## config.mk

```make
export PLATFORM = sky130hd
export DESIGN_NAME = pipemem_arb_flat
export DESIGN_NICKNAME = d
export VERILOG_FILES = /design/src/rtl/pipemem_arb_if.sv /design/src/rtl/pipemem_arb.sv /design/src/flat_wrapper.sv
export SDC_FILE = /design/constraint.sdc
export NUM_CORES = 1
export LEC_CHECK = 0
export ABC_AREA = 1
export BUFFER_PORTS_ARGS = -buffer_cell sky130_fd_sc_hd__buf_2
export CAP_MARGIN = 20
export CORE_AREA = 2 2 94 96
export DETAILED_ROUTE_END_ITERATION = 10
export DIE_AREA = 0 0 96 98
export GPL_TIMING_DRIVEN = 0
export SYNTH_ARGS = -nofsm -noshare
export SYNTH_HDL_FRONTEND = slang
export SYNTH_SLANG_ARGS = --single-unit
```

## constraint.sdc

```tcl
create_clock -name clock -period 2.1 [get_ports clock]
set_clock_uncertainty 0.1 [all_clocks]
set_input_delay 0.525 -clock clock [delete_from_list [all_inputs] [get_ports clock]]
set_output_delay 0.525 -clock clock [all_outputs]
set_load 0.01 [all_outputs]
```

## src/rtl/pipemem_arb_if.sv

```systemverilog
// Bus bundle between the pipeline requesters, the shared RAM and pipemem_arb.
// slave = arbiter side, master = pipeline/RAM side.
interface pipemem_arb_if #(
    parameter int AW = 8
);
    logic          if_req;
    logic [31:0]   if_addr;
    logic [31:0]   if_rdata;
    logic          if_ack;
    logic          dm_req;
    logic          dm_we;
    logic [31:0]   dm_addr;
    logic [31:0]   dm_wdata;
    logic [31:0]   dm_rdata;
    logic          dm_ack;
    logic          ram_we;
    logic [AW-1:0] ram_addr;
    logic [31:0]   ram_wdata;
    logic [31:0]   ram_rdata;
    logic          grant_if;
    logic          grant_dm;

    modport slave (
        input  if_req, if_addr, dm_req, dm_we, dm_addr, dm_wdata, ram_rdata,
        output if_rdata, if_ack, dm_rdata, dm_ack, ram_we, ram_addr, ram_wdata,
               grant_if, grant_dm
    );

    modport master (
        output if_req, if_addr, dm_req, dm_we, dm_addr, dm_wdata, ram_rdata,
        input  if_rdata, if_ack, dm_rdata, dm_ack, ram_we, ram_addr, ram_wdata,
               grant_if, grant_dm
    );
endinterface

```

## src/rtl/pipemem_arb.sv

```systemverilog
// Single-port RAM arbiter: data port has fixed priority, IF is forced through
// after MAXWAIT consecutive losses. Every issued access is acked one cycle later.
module pipemem_arb #(
    parameter int AW      = 8,
    parameter int MAXWAIT = 3
) (
    input  logic          clock,
    input  logic          resetn,
    pipemem_arb_if.slave  bus
);
    typedef enum logic [1:0] {
        IDLE   = 2'd0,
        RSP_IF = 2'd1,
        RSP_DM = 2'd2
    } state_t;

    localparam logic [3:0] MAXW = 4'(MAXWAIT);

    state_t      state;
    logic        run_q;
    logic        we_q;
    logic [3:0]  wait_cnt;
    logic        gnt_if;
    logic        gnt_dm;
    logic [31:0] sel_addr;
    logic        unused_addr_bits;

    // Both grants depend on run_q, so an asynchronous reset drops ram_we at once.
    always_comb begin
        gnt_dm = run_q && bus.dm_req && !(bus.if_req && (wait_cnt == MAXW));
        gnt_if = run_q && bus.if_req && !gnt_dm;
    end

    assign sel_addr      = gnt_dm ? bus.dm_addr : bus.if_addr;
    assign bus.grant_dm  = gnt_dm;
    assign bus.grant_if  = gnt_if;
    assign bus.ram_addr  = (gnt_dm || gnt_if) ? sel_addr[AW+1:2] : '0;
    assign bus.ram_we    = gnt_dm && bus.dm_we;
    assign bus.ram_wdata = (gnt_dm && bus.dm_we) ? bus.dm_wdata : '0;

    assign bus.if_ack    = (state == RSP_IF);
    assign bus.if_rdata  = (state == RSP_IF) ? bus.ram_rdata : '0;
    assign bus.dm_ack    = (state == RSP_DM);
    assign bus.dm_rdata  = (state == RSP_DM && !we_q) ? bus.ram_rdata : '0;

    assign unused_addr_bits = &{1'b0, bus.if_addr[31:AW+2], bus.if_addr[1:0],
                                bus.dm_addr[31:AW+2], bus.dm_addr[1:0]};

    always_ff @(posedge clock or negedge resetn) begin
        if (!resetn) begin
            run_q    <= 1'b0;
            state    <= IDLE;
            we_q     <= 1'b0;
            wait_cnt <= '0;
        end else begin
            run_q <= 1'b1;
            we_q  <= gnt_dm && bus.dm_we;
            if (gnt_if)
                state <= RSP_IF;
            else if (gnt_dm)
                state <= RSP_DM;
            else
                state <= IDLE;

            if (!bus.if_req || gnt_if)
                wait_cnt <= '0;
            else if (gnt_dm && wait_cnt != MAXW)
                wait_cnt <= wait_cnt + 4'd1;
        end
    end
endmodule

```

## src/flat_wrapper.sv

```systemverilog
// flat-port wrapper written by rule: the top's interface ports become plain ports
module pipemem_arb_flat 
#(
    parameter int AW      = 8,
    parameter int MAXWAIT = 3
)
  (clock, resetn, bus_if_req, bus_if_addr, bus_dm_req, bus_dm_we, bus_dm_addr, bus_dm_wdata, bus_ram_rdata, bus_if_rdata, bus_if_ack, bus_dm_rdata, bus_dm_ack, bus_ram_we, bus_ram_addr, bus_ram_wdata, bus_grant_if, bus_grant_dm);
  pipemem_arb_if #(.AW(AW)) bus_i ();
  input  logic clock;
  input  logic resetn;
  input wire logic [$bits(bus_i.if_req)-1:0] bus_if_req;
  input wire logic [$bits(bus_i.if_addr)-1:0] bus_if_addr;
  input wire logic [$bits(bus_i.dm_req)-1:0] bus_dm_req;
  input wire logic [$bits(bus_i.dm_we)-1:0] bus_dm_we;
  input wire logic [$bits(bus_i.dm_addr)-1:0] bus_dm_addr;
  input wire logic [$bits(bus_i.dm_wdata)-1:0] bus_dm_wdata;
  input wire logic [$bits(bus_i.ram_rdata)-1:0] bus_ram_rdata;
  output wire logic [$bits(bus_i.if_rdata)-1:0] bus_if_rdata;
  output wire logic [$bits(bus_i.if_ack)-1:0] bus_if_ack;
  output wire logic [$bits(bus_i.dm_rdata)-1:0] bus_dm_rdata;
  output wire logic [$bits(bus_i.dm_ack)-1:0] bus_dm_ack;
  output wire logic [$bits(bus_i.ram_we)-1:0] bus_ram_we;
  output wire logic [$bits(bus_i.ram_addr)-1:0] bus_ram_addr;
  output wire logic [$bits(bus_i.ram_wdata)-1:0] bus_ram_wdata;
  output wire logic [$bits(bus_i.grant_if)-1:0] bus_grant_if;
  output wire logic [$bits(bus_i.grant_dm)-1:0] bus_grant_dm;
  assign bus_i.if_req = bus_if_req;
  assign bus_i.if_addr = bus_if_addr;
  assign bus_i.dm_req = bus_dm_req;
  assign bus_i.dm_we = bus_dm_we;
  assign bus_i.dm_addr = bus_dm_addr;
  assign bus_i.dm_wdata = bus_dm_wdata;
  assign bus_i.ram_rdata = bus_ram_rdata;
  assign bus_if_rdata = bus_i.if_rdata;
  assign bus_if_ack = bus_i.if_ack;
  assign bus_dm_rdata = bus_i.dm_rdata;
  assign bus_dm_ack = bus_i.dm_ack;
  assign bus_ram_we = bus_i.ram_we;
  assign bus_ram_addr = bus_i.ram_addr;
  assign bus_ram_wdata = bus_i.ram_wdata;
  assign bus_grant_if = bus_i.grant_if;
  assign bus_grant_dm = bus_i.grant_dm;
  pipemem_arb #(.AW(AW), .MAXWAIT(MAXWAIT)) u_core (.clock(clock), .resetn(resetn), .bus(bus_i));
endmodule
```

==> metrics.cfg <==
[die]
die-area_sq_um=9408
die_h_um=98
core_sq_um=8466
io_pins=242
die_w_um=96
std_cell_rows=34
start_util=0.1618

[clock_tree]
postCtsHoldBufs=0
cts_tree=yes
cts-root-buf=clkbuf_8
cts.sinks=8
htreeDepth=1
clockBufferDepth=2
numCtsBuffers=3
clock_latency_ns=0.23
clkSlewWorstSetupHoldPaths_ns=0.04

[setup_path]
cp-startpoint=u_core.wait_cnt[1]
worstSetupEndpoint=bus_ram_wdata[12]
rr_startpoint=u_core.wait_cnt[1]
reg2reg_to=u_core.we_q
crit_path_end_kind=output pin
path_buf_inv=3
crit_type=reg2out
crit_required_ns=1.47
r2r_slack_ns=0.80
slowest_stage=dfrtp_1
cpLargestDelayFamily=flip-flops
arrival_ns=1.51
crit_path_cell_trace=ha_4 > nand3_4 > nand2_4 > inv_6 > nand2_8 > buf_12 > nor2_2 > buf_2
r2r_cells=7
worstPathMaxFanout=10
start_kind=register
cp_num_cells=8
critical-path-max-stage-delay_ns=0.41

[logic_synthesis]
synth_seq_cells=8
syn_avg_cell_area_sq_um=5.310
synth.distinct_cells=23
netlist.area_leader.share=0.2164
synth_area_leaders=inv_1 (22%), nor2_1 (22%), dfrtp_1 (15%), nor2_2 (11%), nand2_1 (5.2%)
netlist_instances=258
yosys-top-cells-count=inv_1 (79), nor2_1 (79), nor2_2 (25)
yosysTopAreaCell=inv_1
async_flop_share=1.000
synth-seq-area-share=0.1461
ys.flop_type=dfrtp_1
yosysWarnings=0
synth-edff-count=0
syn_area_sq_um=1370
synthesis.nets=392

[timing]
period_needed_ns=2.130
slew_violations=0
hold_viol=0
worst_slack_ns=-0.03038
post-route-period-util=1.014
setup_violations=25
rsz0062_at_grt=true
max_freq_mhz=469.4
fin_hold_ws_ns=0.03802

[routing]
vias=2168
routedWlPerCell_um=9.010
drc_errors=0
dr.pass1.iters=4
drt_iter0_markers=32
antenna_left=0
wl_um=5172
drt-vias-per-instance=3.777

[outcome]
outcome=complete, but fails checks
violations=negative setup slack

[power]
p_per_area_nw_per_um2=259.3
p_comb_frac=0.532
peakVddDrop_mv=0.1536
p_clk_frac=0.245
p_seq_frac=0.223
p_int_uw=463.9
finalPower_uw=736.9
p_leak_nw=1.936
switching_power_uw=273.1
swShare=0.3705

[place]
placed_area_sq_um=2471
portBuffers=193
place_congestion=0.6788
dp_hpwl_um=4244

[final_layout]
post-route-util=0.3356
nNetsFinal=602
synthToLayoutAreaGrowth_pct=107.4
diodes=0
stdcell_area_sq_um=2841
drive_above_1_share=0.5794

[run]
cap_violations=0

[global_routing]
grt_max_degree=11
grt_util_all_layers=0.1012
grt_pass1_vias=1962
antenna_found_initial=0
grt_pass1_wl_um=7941
grt_overflow_total=0

[min_path]
hp-class=in2async

## logic make-up after synthesis
group | after synthesis | share of synthesized area
other | 1 | 0.002737
AND/OR/NAND/NOR | 142 | 0.5005
XOR/XNOR | 1 | 0.006394
AO/OA/AOI/OAI | 12 | 0.04384
buffers and inverters | 93 | 0.2913
flip-flops | 8 | 0.1461
adder cells (fa/ha/maj) | 1 | 0.009131
## flip-flops by register name, indices dropped and copies added, names as in the netlist
register / count
u_core.we_q: 1
u_core.run_q: 1
u_core.wait_cnt: 4
u_core.state: 2
## stage by stage
step / instances / setup TNS (ns) / worst slack (ns)
after floorplan: 258 / 0 / 0.1882
after detailed placement: 559 / 0 / 0.009825
final: 574 / -0.2943 / -0.03038
after CTS: 573 / -0.4846 / -0.04017
after global routing: 574 / -2.836 / -0.1135
after global placement: 559 / 0 / 0.01644
## repair_timing
item                                    in CTS  in global routing
gates resized for setup                     20                 42
endpoints found under the setup margin      52                102
pin swaps                                    5                  3
cloned                                       2                  0
buffers inserted                             9                  1
## worst register-to-register path, stage by stage, from the launching register on
cell	delay, ns
dfrtp_1	0.41
ha_4	0.19
nand3_4	0.10
nand2_4	0.06
inv_6	0.07
nand2_8	0.08
buf_12	0.16
inv_2	0.07
## worst min-delay path by stage
stage	startpoint	end	slack (ns)	depth (start not counted)
4_1_cts	resetn	u_core.run_q	0.04	1
3_3_place_gp	resetn	u_core.run_q	0.28	1
3_5_place_dp	resetn	u_core.run_q	0.28	1
6_report	resetn	u_core.wait_cnt[1]	0.04	1
2_1_floorplan	resetn	u_core.run_q	0.13	0
5_1_grt	resetn	u_core.run_q	0.04	1
## power by group through the flow
stage / combinational, mW / clock, mW / sequential, mW
4_1_cts: 0.376 / 0.184 / 0.164
6_report: 0.392 / 0.181 / 0.164
2_1_floorplan: 0.182 / 0 / 0.165
5_1_grt: 0.442 / 0.196 / 0.164
3_5_place_dp: 0.355 / 0 / 0.166
3_3_place_gp: 0.350 / 0 / 0.166
## layout make-up
class                      instances  area, sq um
fill                             917         5624
clock buffer                       3        41.29
multi-input combinational        157        870.8
timing repair buffer             205         1172
inverter                          82        312.8
buffer                            11        108.9
sequential                         8        200.2
tap                              108        135.1
## placed cells by master, fill, tap and decap left out
master | synthesis | routed
inv_1 | 79 | 79
buf_16 | 0 | 1
a21oi_1 | 8 | 4
o21ai_0 | 4 | 4
a21oi_2 | 0 | 4
nand3_2 | 0 | 3
nand2_2 | 0 | 2
xnor2_1 | 1 | 1
nand2_8 | 1 | 1
nand3_4 | 1 | 1
conb_1 | 1 | 1
inv_6 | 0 | 1
clkbuf_2 | 0 | 3
nand2_4 | 1 | 1
nand2_1 | 19 | 17
nand3_1 | 10 | 7
nand4_1 | 1 | 1
nor2_4 | 5 | 13
dfrtp_1 | 8 | 8
nor2_1 | 79 | 74
clkbuf_8 | 0 | 3
nor2_2 | 25 | 22
buf_6 | 1 | 18
buf_12 | 1 | 3
buf_2 | 1 | 183
inv_2 | 2 | 2
ha_4 | 0 | 1
buf_4 | 0 | 8
## routing by layer
layer	share of wire	up-vias	global-route usage
met2	0.54	128	0.2121
met3	0.10	4	0.02392
met5	0	-	0
met1	0.35	910	0.09845
met4	0.0044	0	0.009890
li1	-	1126	-
Note: power is estimated with default switching activity, not from simulation.
